`src/rtl/mux_sel_pack.sv`:
```
// Shared types and helpers for the mux select-code stepper.
// Provides the sequencer state enum and the counter width function.
package mux_sel_pack;

    typedef enum logic [1:0] {
        IDLE   = 2'd0,
        MOVE   = 2'd1,
        SETTLE = 2'd2
    } state_e;

    function automatic int cnt_width(input int a, input int b);
        int m;
        m = (a > b) ? a : b;
        return $clog2(m + 1);
    endfunction

endpackage

```
`src/rtl/mux_sel_stepper_timer.sv`:
```
// Loadable down-counter with a terminal-count flag (cnt == 0).
// Ports: clk, rstb, load/load_val (priority), en (decrement), cnt, tc.
module cycle_timer #(
    parameter int W = 4
) (
    input  logic         clk,
    input  logic         rstb,
    input  logic         load,
    input  logic         en,
    input  logic [W-1:0] load_val,
    output logic [W-1:0] cnt,
    output logic         tc
);

    logic [W-1:0] cnt_q;
    logic [W-1:0] cnt_d;

    always_comb begin
        cnt_d = cnt_q;
        if (load) begin
            cnt_d = load_val;
        end else if (en && (cnt_q != '0)) begin
            cnt_d = cnt_q - W'(1);
        end
    end

    always_ff @(posedge clk or negedge rstb) begin
        if (!rstb) begin
            cnt_q <= '0;
        end else begin
            cnt_q <= cnt_d;
        end
    end

    assign cnt = cnt_q;
    assign tc  = (cnt_q == '0);

endmodule

```
`src/rtl/mux_sel_stepper.sv`:
```
// Walks a mux select code one LSB per STEP_CYC toward a requested target.
// Ports: req_valid/req_code/req_ready in, sel/blank/busy/done out.
module mux_sel_stepper
    import mux_sel_pack::*;
#(
    parameter int N_BITS     = 4,
    parameter int STEP_CYC   = 4,
    parameter int SETTLE_CYC = 8,
    parameter int RST_CODE   = 0
) (
    input  logic              clk,
    input  logic              rstb,
    input  logic              req_valid,
    input  logic [N_BITS-1:0] req_code,
    output logic              req_ready,
    output logic [N_BITS-1:0] sel,
    output logic              blank,
    output logic              busy,
    output logic              done
);

    localparam int CW = cnt_width(STEP_CYC, SETTLE_CYC);
    localparam logic [CW-1:0] STEP_LD   = CW'(STEP_CYC - 1);
    localparam logic [CW-1:0] SETTLE_LD = CW'(SETTLE_CYC - 1);
    localparam logic [N_BITS-1:0] RST_SEL = N_BITS'(RST_CODE);

    if (N_BITS < 1 || STEP_CYC < 2 || SETTLE_CYC < 1 ||
        RST_CODE < 0 || RST_CODE >= (1 << N_BITS)) begin : g_bad_param
        $error("mux_sel_stepper: illegal parameter set");
    end

    state_e            state_q, state_d;
    logic [N_BITS-1:0] sel_q, sel_d;
    logic [N_BITS-1:0] target_q, target_d;
    logic              up_q, up_d;
    logic              blank_q, blank_d;
    logic              stepped_q, stepped_d;
    logic              zero_q, zero_d;
    logic              done_q, done_d;
    logic              busy_q, busy_d;

    logic              tm_load;
    logic              tm_en;
    logic [CW-1:0]     tm_val;
    logic [CW-1:0]     tm_cnt;
    logic              tm_tc;

    // Step and settle phases never overlap, so one timer serves both.
    cycle_timer #(.W(CW)) u_timer (
        .clk      (clk),
        .rstb     (rstb),
        .load     (tm_load),
        .en       (tm_en),
        .load_val (tm_val),
        .cnt      (tm_cnt),
        .tc       (tm_tc)
    );

    always_comb begin
        state_d   = state_q;
        sel_d     = sel_q;
        target_d  = target_q;
        up_d      = up_q;
        busy_d    = busy_q;
        stepped_d = 1'b0;
        zero_d    = 1'b0;
        // Zero-distance request completes one cycle after acceptance.
        done_d    = zero_q;
        tm_load   = 1'b0;
        tm_en     = 1'b0;
        tm_val    = STEP_LD;

        unique case (state_q)
            IDLE: begin
                if (req_valid) begin
                    target_d = req_code;
                    if (req_code == sel_q) begin
                        zero_d = 1'b1;
                    end else begin
                        state_d = MOVE;
                        busy_d  = 1'b1;
                        up_d    = (req_code > sel_q);
                        tm_load = 1'b1;
                    end
                end
            end
            MOVE: begin
                tm_en = 1'b1;
                if (tm_tc) begin
                    sel_d     = up_q ? sel_q + N_BITS'(1)
                                     : sel_q - N_BITS'(1);
                    stepped_d = 1'b1;
                    tm_load   = 1'b1;
                    if (sel_d == target_q) begin
                        state_d = SETTLE;
                        tm_val  = SETTLE_LD;
                    end
                end
            end
            SETTLE: begin
                tm_en = 1'b1;
                if (tm_tc) begin
                    state_d = IDLE;
                    busy_d  = 1'b0;
                    done_d  = 1'b1;
                end
            end
            default: begin
                state_d = IDLE;
            end
        endcase

        // Raise one cycle before a step; drop one cycle after it.
        // Raising wins so STEP_CYC=2 keeps blank high through MOVE.
        blank_d = blank_q;
        if (state_q == MOVE && tm_cnt == CW'(1)) begin
            blank_d = 1'b1;
        end else if (stepped_q) begin
            blank_d = 1'b0;
        end
    end

    always_ff @(posedge clk or negedge rstb) begin
        if (!rstb) begin
            state_q   <= IDLE;
            sel_q     <= RST_SEL;
            target_q  <= RST_SEL;
            up_q      <= 1'b0;
            blank_q   <= 1'b0;
            stepped_q <= 1'b0;
            zero_q    <= 1'b0;
            done_q    <= 1'b0;
            busy_q    <= 1'b0;
        end else begin
            state_q   <= state_d;
            sel_q     <= sel_d;
            target_q  <= target_d;
            up_q      <= up_d;
            blank_q   <= blank_d;
            stepped_q <= stepped_d;
            zero_q    <= zero_d;
            done_q    <= done_d;
            busy_q    <= busy_d;
        end
    end

    assign req_ready = (state_q == IDLE);
    assign sel       = sel_q;
    assign blank     = blank_q;
    assign busy      = busy_q;
    assign done      = done_q;

endmodule

```
`config.mk`:
```
export PLATFORM = sky130hd
export DESIGN_NAME = mux_sel_stepper
export DESIGN_NICKNAME = d
export VERILOG_FILES = /design/src/rtl/mux_sel_pack.sv /design/src/rtl/mux_sel_stepper_timer.sv /design/src/rtl/mux_sel_stepper.sv
export SDC_FILE = /design/constraint.sdc
export NUM_CORES = 1
export LEC_CHECK = 0
export BUFFER_PORTS_ARGS = -buffer_cell sky130_fd_sc_hd__buf_4
export CELL_PAD_IN_SITES_DETAIL_PLACEMENT = 1
export CELL_PAD_IN_SITES_GLOBAL_PLACEMENT = 2
export CORE_MARGIN = 4
export CORE_UTILIZATION = 36
export DETAILED_ROUTE_END_ITERATION = 6
export GPL_TIMING_DRIVEN = 0
export HOLD_SLACK_MARGIN = 0.15
export PLACE_DENSITY_LB_ADDON = 0.08
export SLEW_MARGIN = 30
export SYNTH_ARGS = -nofsm -noshare
export SYNTH_HDL_FRONTEND = slang
export SYNTH_SLANG_ARGS = --single-unit
```
`constraint.sdc`:
```
create_clock -name clk -period 2.4 [get_ports clk]
set_clock_uncertainty 0.1 [all_clocks]
set_input_delay 0.72 -clock clk [delete_from_list [all_inputs] [get_ports clk]]
set_output_delay 0.72 -clock clk [all_outputs]
set_load 0.02 [all_outputs]
```
# ---- Yosys cells after proc, flatten, opt, wreduce, memory -nomap -nowiden
# Cells that the tools add are included.
dict set report classes {
  n_addsub 3
  magnitude_cmp 1
  eq_ne 10
  n_mux 29
  bitwise 1
  reduce_logical 14
}
# cell count
set op_table {}
lappend op_table {{1-bit two-way mux} 15}
lappend op_table {{4-bit two-way mux} 3}
lappend op_table {{2-bit two-way mux} 5}
lappend op_table {{2-bit inequality test (second input constant)} 5}
lappend op_table {{3-bit two-way mux} 3}
lappend op_table {{4-bit equality test} 2}
lappend op_table {{4-bit by 1-bit subtractor with 4-bit output (second input constant)} 2}
lappend op_table {{2-bit one-hot mux with 3 select lines} 1}
lappend op_table {{2-bit nonzero test} 3}
lappend op_table {{5-bit AND reduction} 1}
lappend op_table {{4-bit by 1-bit adder with 4-bit output (second input constant)} 1}
lappend op_table {{4-bit by 1-bit equality test with 1-bit output (second input constant)} 1}
lappend op_table {{4-bit > comparator} 1}
lappend op_table {{4-bit logical NOT} 1}
lappend op_table {{1-bit one-hot mux with 2 select lines} 2}
lappend op_table {{2-bit AND reduction} 2}
lappend op_table {{4-bit AND reduction} 1}
lappend op_table {{4-bit nonzero test} 1}
lappend op_table {{3-bit AND reduction} 1}
lappend op_table {{2-bit by 1-bit equality test with 1-bit output (second input constant)} 1}
lappend op_table {{2-bit equality test (second input constant)} 1}
lappend op_table {{1-bit logical AND} 2}
lappend op_table {{2-bit logical NOT} 1}
lappend op_table {{2-bit OR reduction} 1}
lappend op_table {{1-bit inverter} 1}
dict set report totals {
  register_bits 20
  in_bits 7
  elab_cells 68
}

# ---- Longest topological paths before layout
# Gate-level depths: netlist of run 1.
dict set report depth {
  word_depth 7
  depth_mapped 7
  mapped_depth_nobuf 7
}

# ---- Cells and area by module
# From an unflattened synthesis of run 1, not the netlist that was laid out.
dict set report hier_totals {
  cells_unflattened 116
  hier_area_um2 1221.2
}
# mod n_inst cells_each area_each_um2 seq_area_each_um2
set by_module_without_submodules {}
lappend by_module_without_submodules {mux_sel_stepper 1 89 950.9 400.4}
lappend by_module_without_submodules {cycle_timer 1 27 270.3 100.1}

# ---- Worst setup path before layout of run 1
# No wires, ideal clock.
dict set report synth_path {
  path_kind {register to register}
  start {register sel_q[0], in the netlist sel[0]}
  end {register state_q[0]}
  setup_ns 0.125
  t_arrival_ns 2.024
  slack_ns 0.151
  stages_incl_launch_ff 8
  path_buffers 0
  synth_period_minus_slack_ns 2.249
  path_cell_list {dfrtp_1 > inv_1 > fa_1 > xnor2_1 > xnor2_1 > o211ai_2 > a21oi_2 > mux2_4}
}
dict set report synth_between {
  elab_chain_cells 5
  word_cells_on_any_way 8
  classes_between {add/sub (2); eq/ne (4); mux (1); reduce/logical (1)}
}
# element line_no
set synth_lines {}
lappend synth_lines {{start, declared} mux_sel_stepper.sv:33} ;# logic [N_BITS-1:0] sel_q, sel_d;
lappend synth_lines {{start signal, assigned} mux_sel_stepper.sv:136} ;# sel_q <= sel_d;
lappend synth_lines {{4-bit by 1-bit subtractor with 4-bit output or 4-bit by 1-bit adder with 4-bit output (tied branches)} {mux_sel_stepper.sv:91, mux_sel_stepper.sv:90}}
lappend synth_lines {{4-bit two-way mux} mux_sel_stepper.sv:90} ;# sel_d = up_q ? sel_q + N_BITS'(1)
lappend synth_lines {{4-bit equality test} mux_sel_stepper.sv:94} ;# if (sel_d == target_q) begin
lappend synth_lines {{2-bit inequality test (no source line)} n/a}
lappend synth_lines {{5-bit AND reduction (no source line) (*)} n/a}
lappend synth_lines {{end signal, assigned} mux_sel_stepper.sv:135} ;# state_q <= state_d;
lappend synth_lines {{end, declared} mux_sel_stepper.sv:32} ;# state_e state_q, state_d;
# Mark *: on every way between the ends. The rest lies on a longest branch, timed or not.
# A chain may end at the register's enable or synchronous reset.

# ---- Final worst setup path of run 1
# Same ends and word-level chain as after synthesis.

==> results of run 1 <==
power breakdown:
group          internal [uW]  leakage, uW  switching [uW]
Sequential               476     0.000242             117
Clock                   58.6    0.0000138             106
Combinational            526     0.000385             575
Total                   1060     0.000641             797
what timing repair did:
item | 4_1_cts | 5_1_grt
gates resized for setup | 0 | 1
hold endpoints to repair | 0 | 0
setup endpoints to repair | 0 | 1
worst reg2reg max path, delay by kind of cell, from the launching register on:
family / cells / cell delay (ns)
compound gates: 2 / 0.34
xor+xnor: 2 / 0.43
fa+ha+maj: 1 / 0.43
buf+inv: 1 / 0.09
flops: 1 / 0.43
mux: 1 / 0.31
placed cells by master, fill, tap and decap left out:
master     synthesis  layout
a211o_1            1       1
a211oi_1           1       1
a21oi_1            4       4
a21oi_2            1       1
a22o_1             1       1
and3_1             1       1
buf_4              0      14
clkbuf_4           0       3
dfrtp_1           20      19
dfrtp_2            0       1
fa_1               1       1
ha_1              11      11
inv_1             13      13
mux2_2             3       3
mux2_4             1       1
nand2_1            9       9
nand2b_1           3       3
nand3_1            5       5
nand4_1            1       1
nor2_1             9       9
nor2b_1            1       1
nor3b_1            1       1
nor4_1             1       1
o211ai_2           1       1
o21ai_0            6       6
o22a_1             1       1
o2bb2ai_1          1       1
o32a_1             1       1
xnor2_1           10      10
xor3_1             1       1
per-stage QoR:
step,setup WS [ns],hold slack [ns],cell area [sq um]
floorplan,0.151,0.308,1130
global route,0.0220,0.170,1320
global placement,0.110,0.311,1290
finish,0.159,0.179,1320
detailed placement,0.118,0.316,1290
CTS,0.0978,0.168,1320
state kept, by name, summed over array words and instances (netlist names), 2 cells and up:
| signal | flops |
|---|---|
| u_timer.cnt | 4 |
| target_q | 4 |
| sel | 4 |
| state_q | 2 |
logic make-up after synthesis:
| family | after synthesis | synth area share [%] |
|---|---|---|
| fa+ha+maj | 12 | 13.9 |
| flops | 20 | 44.1 |
| mux | 4 | 4.30 |
| buf+inv | 13 | 4.30 |
| simple gates | 31 | 12.7 |
| compound gates | 18 | 10.9 |
| xor+xnor | 11 | 9.81 |
worst max-delay path by stage:
stage | to | slack [ns] | cells after the start
2_1_floorplan | state_q[0] | 0.15 | 7
3_3_place_gp | state_q[0] | 0.11 | 7
3_5_place_dp | state_q[0] | 0.12 | 7
4_1_cts | state_q[0] | 0.1 | 7
5_1_grt | state_q[0] | 0.02 | 7
6_report | state_q[0] | 0.16 | 7
per-layer routing:
metal  global-route usage (%)  vias up  wire length, microns  part of all wire [%]
met5                        0        -                     0                     0
met4                     4.75        0                    40                   1.8
met2                     20.9       12                  1100                    49
li1                         -      400                     -                     -
met1                     16.4      382                  1060                    47
met3                     2.64        5                    66                   2.9
area by class of cell:
class | instances | area (sq um) | share of cell area [%]
tap | 44 | 55.1 | 4.17
multi-input combinational | 76 | 586 | 44.4
sequential | 20 | 502 | 38.0
timing repair buffer | 14 | 105 | 7.97
clock buffer | 3 | 22.5 | 1.71
inverter | 13 | 48.8 | 3.70
==> impl_results.md, run 1 <==
* Finished Layout Cells at 170
* Setup_tns at 0 ns
* CP top delay family: XOR/XNOR gates
* CTS Sinks at 20
* Clk_lat worst skew at 0.30 ns
* VDD IR-drop max at 609 uV
* Worst Setup End Kind: register
* Cells after DPL at 167
* Pin count of the biggest net entering global routing at 21
* Synth top area share at 44.1%
* Post-CTS Hold Buffers at 0
* Final setup violation count at 0
* Cell taking the most area after synthesis: dfrtp_1
* Global-route wire length before repair at 3960 microns
* CTS root buf: clkbuf_4
* Status: finished, final reports clean
* Starting Density at 37.5%
* Synth area leaders: dfrtp_1 44%, ha_1 12%, xnor2_1 7.7%, inv_1 4.3%, nand2_1 3.0%
* Final Util at 43.6%
* Critical Path, Cell by Cell: inv_1, fa_1, xnor2_1, xnor2_1, o211ai_2, a21oi_2, mux2_4
* Die height at 64.1 microns
* Syn Nets at 128
* Leak at 0.000641 uW
* RSZ-0062 raised after global routing: false
* Post-Syn Area at 1130 sq um
* Pwr Total at 1860 uW
* Crit path from: sel[0]
* Slew Limit Fails at 0
* Layout area overhead at 16.2%
* Synth Instances at 109
* Worst path buffer plus inverter count at 1
* List of most frequent post-synthesis cells: 20 x dfrtp_1, 13 x inv_1, 11 x ha_1
* CTS tree: yes
* Max_slew headroom at 74.7%
* Number of global-route vias before repair at 820
* Most frequent cell after synthesis: dfrtp_1
* Final period util at 93.4%
* Library cells used by synthesis at 27
* Post-synth EDFFs at 0
* Min-Delay Path Class: primary input to asynchronous set/reset pin
* Net count reported at finish at 147
* Mean Syn Cell Area at 10.4 sq um
* Least-Margin Pin Slew at 0.379 ns
* Clk slew on worst S/H paths at 0.11 ns
* Num ports at 15
* GRT Util Overall at 12.7%
* Worst path slowest cell: dfrtp_2
* Wire per inst at 13.3 microns
* Crit path DAT at 2.34 ns
* Ant. Diodes at 0
* DR iter-0 viols at 36
* Antenna violations before repair at 0
* Main flop type after synthesis: dfrtp_1
* GP Congestion at 0.749
* Final hold vios at 0
* Req. time, crit path at 2.50 ns
* Die Footprint at 4110 sq um
* Filler cell count at 347
* Slowest stage delay, CP at 0.43 ns
* Reg2Reg Depth at 7
* R2r startpoint: sel[0]
* Post-DR vias/cell at 4.70
* Crit path top cell by count: xnor2_1
* Max-cap violations at 0
* Max Fclk at 446 MHz
* # port buffers at 14
* Worst R2R Setup Slack at 0.16 ns
* CP Class: register to register
* FF+latch count, synth at 20
* CTS Buffer Depth at 2
* Yosys Warn Count at 0
* Die X at 64.1 microns
* Antenna-violating nets left at 0
* CORE AREA at 3030 sq um
* WL final at 2270 microns
* Drt pass-1 iters at 4
* Max FO, Critical Path at 5
* Async set-reset flop share out of synthesis at 100%
* Std-Cell Rows at 20
* CTS H-Tree Depth at 1
* Worst reg2reg path endpoint: state_q[0]
* Tmin final at 2.24 ns
* Total CTS buffers at 3
* Startpoint Class: register
* Gr ovfl total at 0
* Register area share after synthesis at 44.1%
* Post-DP HPWL at 1760 microns
* Power per standard cell area at 1410 nW/um^2
* Post-route DRC at 0
* Post-CTS Setup Bufs at 0
* Vias after detailed routing at 799
* Layout cells sized above 1 at 19.0%
Power figures use the tool's default switching activity.
==> run 2, diff against run 1 <==
==> constraint.sdc (replaced) <==
create_clock -name clk -period 2.4 [get_ports clk]
set_clock_uncertainty 0.1 [all_clocks]
set_input_delay 0.72 -clock clk [delete_from_list [all_inputs] [get_ports clk]]
set_output_delay 0.72 -clock clk [all_outputs]
set_load 0.05 [all_outputs]
==> impl_results.md, run 2 (same netlist as run 1, synthesis figures left out) <==
* GP Congestion at 0.802 (+7.0%)
* Req. time, crit path at 2.52 ns (+0.02 ns)
* Status: finished, final reports clean
* Die Footprint at 4110 sq um (unchanged)
* Post-DP HPWL at 1890 microns (+7.4%)
* Most frequent cells in the layout: 19 x dfrtp_1, 14 x buf_4, 13 x inv_1
* Antenna violations before repair at 0 (unchanged)
* Number of global-route vias before repair at 912 (+11%)
* Most common cell after layout, fill and taps aside: dfrtp_1
* Max-cap violations at 0 (unchanged)
* Std-Cell Rows at 20 (unchanged)
* Slew Limit Fails at 0 (unchanged)
* # port buffers at 14 (unchanged)
* Max FO, Critical Path at 5 (unchanged)
* Post-route DRC at 0 (unchanged)
* Slowest stage delay, CP at 0.44 ns (about the same)
* CORE AREA at 3030 sq um (unchanged)
* CTS tree: yes
* CTS H-Tree Depth at 1 (unchanged)
* Power per standard cell area at 1570 nW/um^2 (+12%)
* Tmin final at 2.21 ns (-0.0314 ns)
* VDD IR-drop max at 599 uV (-1.7%)
* Post-DR vias/cell at 4.85 (+3.1%)
* WL final at 2420 microns (+6.9%)
* Final setup violation count at 0 (unchanged)
* Vias after detailed routing at 829 (+3.8%)
* Critical Path, Cell by Cell: inv_1, fa_1, xnor2_1, xnor2_1, o211ai_2, a21oi_2, mux2_4
* Startpoint Class: register
* Layout area overhead at 18.9%
* Global-route wire length before repair at 4310 microns (+8.9%)
* Clk slew on worst S/H paths at 0.13 ns (+0.02 ns)
* Worst path buffer plus inverter count at 1 (unchanged)
* CTS root buf: clkbuf_4
* Pwr Total at 2120 uW (+14%)
* Pin count of the biggest net entering global routing at 21 (unchanged)
* GRT Util Overall at 13.6% (+0.85 points)
* Post-CTS Resized at 0 (unchanged)
* Crit path top cell by count: xnor2_1
* Worst Setup End Kind: register
* Die X at 64.1 microns (unchanged)
* DR iter-0 viols at 23 (-36%)
* Post-place setup slack at 0.0717 ns (-0.0463 ns)
* Final Util at 44.5% (+0.99 points)
* CP top delay family: adder cells
* Worst path slowest cell: fa_1
* Clock share of power at 13.4% (+4.5 points)
* Setup_tns at 0 ns (unchanged)
* Gr ovfl total at 0 (unchanged)
* Antenna-violating nets left at 0 (unchanged)
* Max_slew headroom at 74.5% (-0.19 points)
* RSZ-0062 raised after global routing: false
* Clk_lat worst skew at 0.31 ns (about the same)
* Layout cells sized above 1 at 19.7% (+0.64 points)
* Post-CTS Hold Buffers at 0 (unchanged)
* Net count reported at finish at 147 (unchanged)
* Crit path DAT at 2.33 ns (about the same)
* Net switching power figure at 947 uW (+19%)
* Ant. Diodes at 0 (unchanged)
* Die height at 64.1 microns (unchanged)
* Min-Delay Path Class: primary input to asynchronous set/reset pin
* Seq pwr share at 28.0% (-3.9 points)
* Num ports at 15 (unchanged)
* Logic pwr share at 58.6% (-0.7 points)
* Sw frac at 44.6% (+1.7 points)
* Pint at 1180 uW (+11%)
* Final hold vios at 0 (unchanged)
* Leak at 0.000655 uW (+2.2%)
* Total CTS buffers at 3 (unchanged)
* Drt pass-1 iters at 2 (-2)
* Filler cell count at 348 (+0.29%)
* CTS Buffer Depth at 2 (unchanged)
* Post-CTS Setup Bufs at 0 (unchanged)
* Max Fclk at 453 MHz (+1.4%)
* Setup WS post-layout at 0.191 ns (+0.0314 ns)
* Final period util at 92.0% (-1.3 points)
* Least-Margin Pin Slew at 0.382 ns (+0.00283 ns)
* Wire per inst at 14.2 microns (+6.3%)
* CTS Sinks at 20 (unchanged)
* CP Class: register to register
* Starting Density at 37.5% (unchanged)
## run 2: cell types whose count changed in the layout (fill, tap and decap cells not counted)
cell,previous run,this run
bufinv_16,0,1
## run 2: path summary, 6_finish.rpt
| kind | startpoint | endpoint | slack (ns) | depth (start not counted) |
|---|---|---|---|---|
| max | sel[0] | state_q[0] | 0.19 | 7 |
| min | rstb | state_q[0] | 0.17 | 1 |
| max reg2reg | sel[0] | state_q[0] | 0.19 | 7 |
| min reg2reg | zero_q | done | 0.34 | 1 |
| max in group asynchronous | rstb | sel[0] | 1.79 | 1 |
| min in group clk | zero_q | done | 0.34 | 1 |
## run 2: area by class of cell
class / instances / area (sq um) / area share, %
multi-input combinational: 76 / 586 / 43.4
sequential: 20 / 502 / 37.2
timing repair buffer: 14 / 105 / 7.79
tap: 44 / 55.1 / 4.08
inverter: 13 / 48.8 / 3.62
clock inverter: 1 / 30.0 / 2.23
clock buffer: 3 / 22.5 / 1.67
## run 2: through the flow
stage | hold slack [ns] | instances | area, sq um
CTS | 0.167 | 171 | 1350
global placement | 0.316 | 167 | 1300
floorplan | 0.308 | 109 | 1140
finish | 0.166 | 171 | 1350
detailed placement | 0.319 | 167 | 1300
global route | 0.162 | 171 | 1350
## run 2: metal layers
metal | vias up | routed length (microns) | GRT usage (%)
met5 | - | 0 | 0
met4 | 0 | 36 | 4.75
met3 | 5 | 62 | 2.28
met2 | 11 | 1290 | 23.2
met1 | 414 | 1030 | 17.1
li1 | 399 | - | -
## run 2: power by group through the flow
stage	clock [uW]	sequential, uW	combinational, uW
3_5_place_dp	0	605	1260
4_1_cts	299	597	1270
5_1_grt	314	622	1380
2_1_floorplan	0	721	835
3_3_place_gp	0	596	1230
6_report	285	593	1240
==> run 3, diff against run 2 <==
--- a/config.mk
+++ b/config.mk
@@ -9,7 +9,8 @@
 export CELL_PAD_IN_SITES_DETAIL_PLACEMENT = 1
 export CELL_PAD_IN_SITES_GLOBAL_PLACEMENT = 2
 export CORE_MARGIN = 4
-export CORE_UTILIZATION = 36
+export CORE_UTILIZATION = 38
+export CTS_BUF_LIST = sky130_fd_sc_hd__clkbuf_2
 export DETAILED_ROUTE_END_ITERATION = 6
 export GPL_TIMING_DRIVEN = 0
 export HOLD_SLACK_MARGIN = 0.15
==> impl_results.md, run 3 (same netlist as run 1, synthesis figures left out) <==
* Seq pwr share at 29.7% (+1.7 points)
* Clock share of power at 7.2% (-6.2 points)
* Tmin final at 2.25 ns (+0.0425 ns)
* Wire per inst at 14.9 microns (+4.9%)
* Status: finished, final reports clean
* Cells after DPL at 154 (-7.8%)
* Post-route DRC at 0 (unchanged)
* Leak at 0.000652 uW (-0.55%)
* Worst R2R Setup Slack at 0.15 ns (-0.04 ns)
* CP top delay family: flip-flops
* Sequential cell area at 502 sq um (unchanged)
* Slowest stage delay, CP at 0.46 ns (+0.02 ns)
* Layout area overhead at 16.0%
* DR iter-0 viols at 31 (+35%)
* Drt pass-1 iters at 2 (unchanged)
* Total CTS buffers at 3 (unchanged)
* Post-DR vias/cell at 5.23 (+7.8%)
* Final setup violation count at 0 (unchanged)
* Finished Layout Cells at 159 (-7.0%)
* Global-route wire length before repair at 4350 microns (+0.95%)
* Most common cell after layout, fill and taps aside: dfrtp_1
* Final period util at 93.8% (+1.8 points)
* Crit path DAT at 2.38 ns (+0.05 ns)
* Hold Path Depth at 1
* CTS Buffer Depth at 2 (unchanged)
* Critical Path, Cell by Cell: inv_1, fa_1, xnor2_2, xnor2_1, o211ai_2, a21oi_2, mux2_4
* Std-Cell Rows at 19 (-5.0%)
* Max-cap violations at 0 (unchanged)
* Die X at 62.7 microns (-2.3%)
* Clk slew on worst S/H paths at 0.20 ns (+0.07 ns)
* RSZ-0062 raised after global routing: false
* Sw frac at 47.2% (+2.5 points)
* Worst Setup End Kind: register
* Net count reported at finish at 148 (+0.68%)
* CP Class: register to register
* Clk_lat worst skew at 0.32 ns (about the same)
* Setup_tns at 0 ns (unchanged)
* Reg2Reg Depth at 7 (unchanged)
* Ant. Diodes at 0 (unchanged)
* Die height at 62.7 microns (-2.3%)
* Req. time, crit path at 2.52 ns (about the same)
* # port buffers at 14 (unchanged)
* Post-DP HPWL at 1900 microns (about the same)
* Post-CTS Setup Bufs at 0 (unchanged)
* Worst path buffer plus inverter count at 1 (unchanged)
* CTS root buf: clkbuf_2
* CTS Sinks at 20 (unchanged)
* WL final at 2370 microns (-2.4%)
* Most frequent cells in the layout: 19 x dfrtp_1, 14 x buf_4, 13 x inv_1
* Max Fclk at 444 MHz (-1.9%)
* Number of cells on the critical path at 7 (unchanged)
* Net switching power figure at 944 uW (-0.35%)
* Antenna violations before repair at 0 (unchanged)
* Final hold vios at 0 (unchanged)
* Filler cell count at 328 (-5.7%)
* VDD IR-drop max at 670 uV (+12%)
* GP Congestion at 0.763 (-4.8%)
* Pin count of the biggest net entering global routing at 21 (unchanged)
* Number of global-route vias before repair at 943 (+3.4%)
* CORE AREA at 2810 sq um (-7.4%)
* Startpoint Class: register
* Max FO, Critical Path at 5 (unchanged)
* GRT Util Overall at 13.9% (+0.37 points)
* Die Footprint at 3930 sq um (-4.6%)
* Min-Delay Path Class: register to register
* CTS H-Tree Depth at 1 (unchanged)
* Antenna-violating nets left at 0 (unchanged)
* Max_slew headroom at 74.5% (about the same)
* Power per standard cell area at 1520 nW/um^2 (-3.4%)
* Num ports at 15 (unchanged)
* Worst path slowest cell: dfrtp_2
* Starting Density at 40.5% (+3.0 points)
* Area taken by multi-input logic gates at 593 sq um (+1.3%)
* Slew Limit Fails at 0 (unchanged)
* CTS tree: yes
* Gr ovfl total at 0 (unchanged)
* Layout cells sized above 1 at 19.5% (-0.15 points)
* Pwr Total at 2000 uW (-5.7%)
* Vias after detailed routing at 831 (+0.24%)
* Least-Margin Pin Slew at 0.381 ns (-0.000499 ns)
* Logic pwr share at 63.2% (+4.6 points)
* Pint at 1060 uW (-10%)
-- run 3: changes by cell type in the layout (fill, tap and decap cells not counted) --
cell,before,now
bufinv_16,1,0
clkbuf_2,0,3
clkbuf_4,3,0
clkinv_1,0,1
dlygate4sd3_1,0,1
xnor2_1,10,9
xnor2_2,0,1
-- run 3: per-layer routing --
layer | vias up | GRT usage, % | part of all wire, %
met5 | - | 0 | 0
met4 | 0 | 3.03 | 0.51
met3 | 2 | 4.14 | 3.9
met2 | 12 | 25.6 | 53
met1 | 411 | 15.8 | 42
li1 | 406 | - | -
-- run 3: repair_timing --
item / in CTS / in global routing
hold buffers: 1 / 0
hold endpoints to repair: 20 / 0
gates resized for setup: 0 / 1
endpoints found under the setup margin: 0 / 1
-- run 3: layout make-up --
type	instances	area share (%)
clock buffer	3	1.14
clock inverter	1	0.285
multi-input combinational	76	45.1
tap	31	2.95
inverter	13	3.71
sequential	20	38.1
timing repair buffer	15	8.75
-- run 3: path summary, 6_finish.rpt --
kind                            from     endpoint
setup / recovery              sel[0]   state_q[0]
hold / removal             stepped_q        blank
setup reg to reg              sel[0]   state_q[0]
hold reg to reg            stepped_q        blank
max in group asynchronous       rstb       sel[0]
min in group asynchronous       rstb  target_q[0]
-- run 3: through the flow --
step	util [%]	setup WS [ns]	hold WS, ns	instance area [sq um]
5_1_grt	46.9	0.0208	0.387	1320
4_1_cts	46.7	0.0808	0.359	1310
3_5_place_dp	45.6	0.130	0.324	1280
2_1_floorplan	-	0.00389	0.308	1140
6_report	46.9	0.148	0.351	1320
3_3_place_gp	45.6	0.134	0.311	1280
-- run 3: power groups by stage --
stage / clock network [uW] / registers (uW) / logic, uW
6_report: 143 / 594 / 1260
5_1_grt: 172 / 622 / 1420
2_1_floorplan: 0 / 721 / 835
3_5_place_dp: 0 / 605 / 1260
4_1_cts: 154 / 597 / 1260
3_3_place_gp: 0 / 597 / 1220
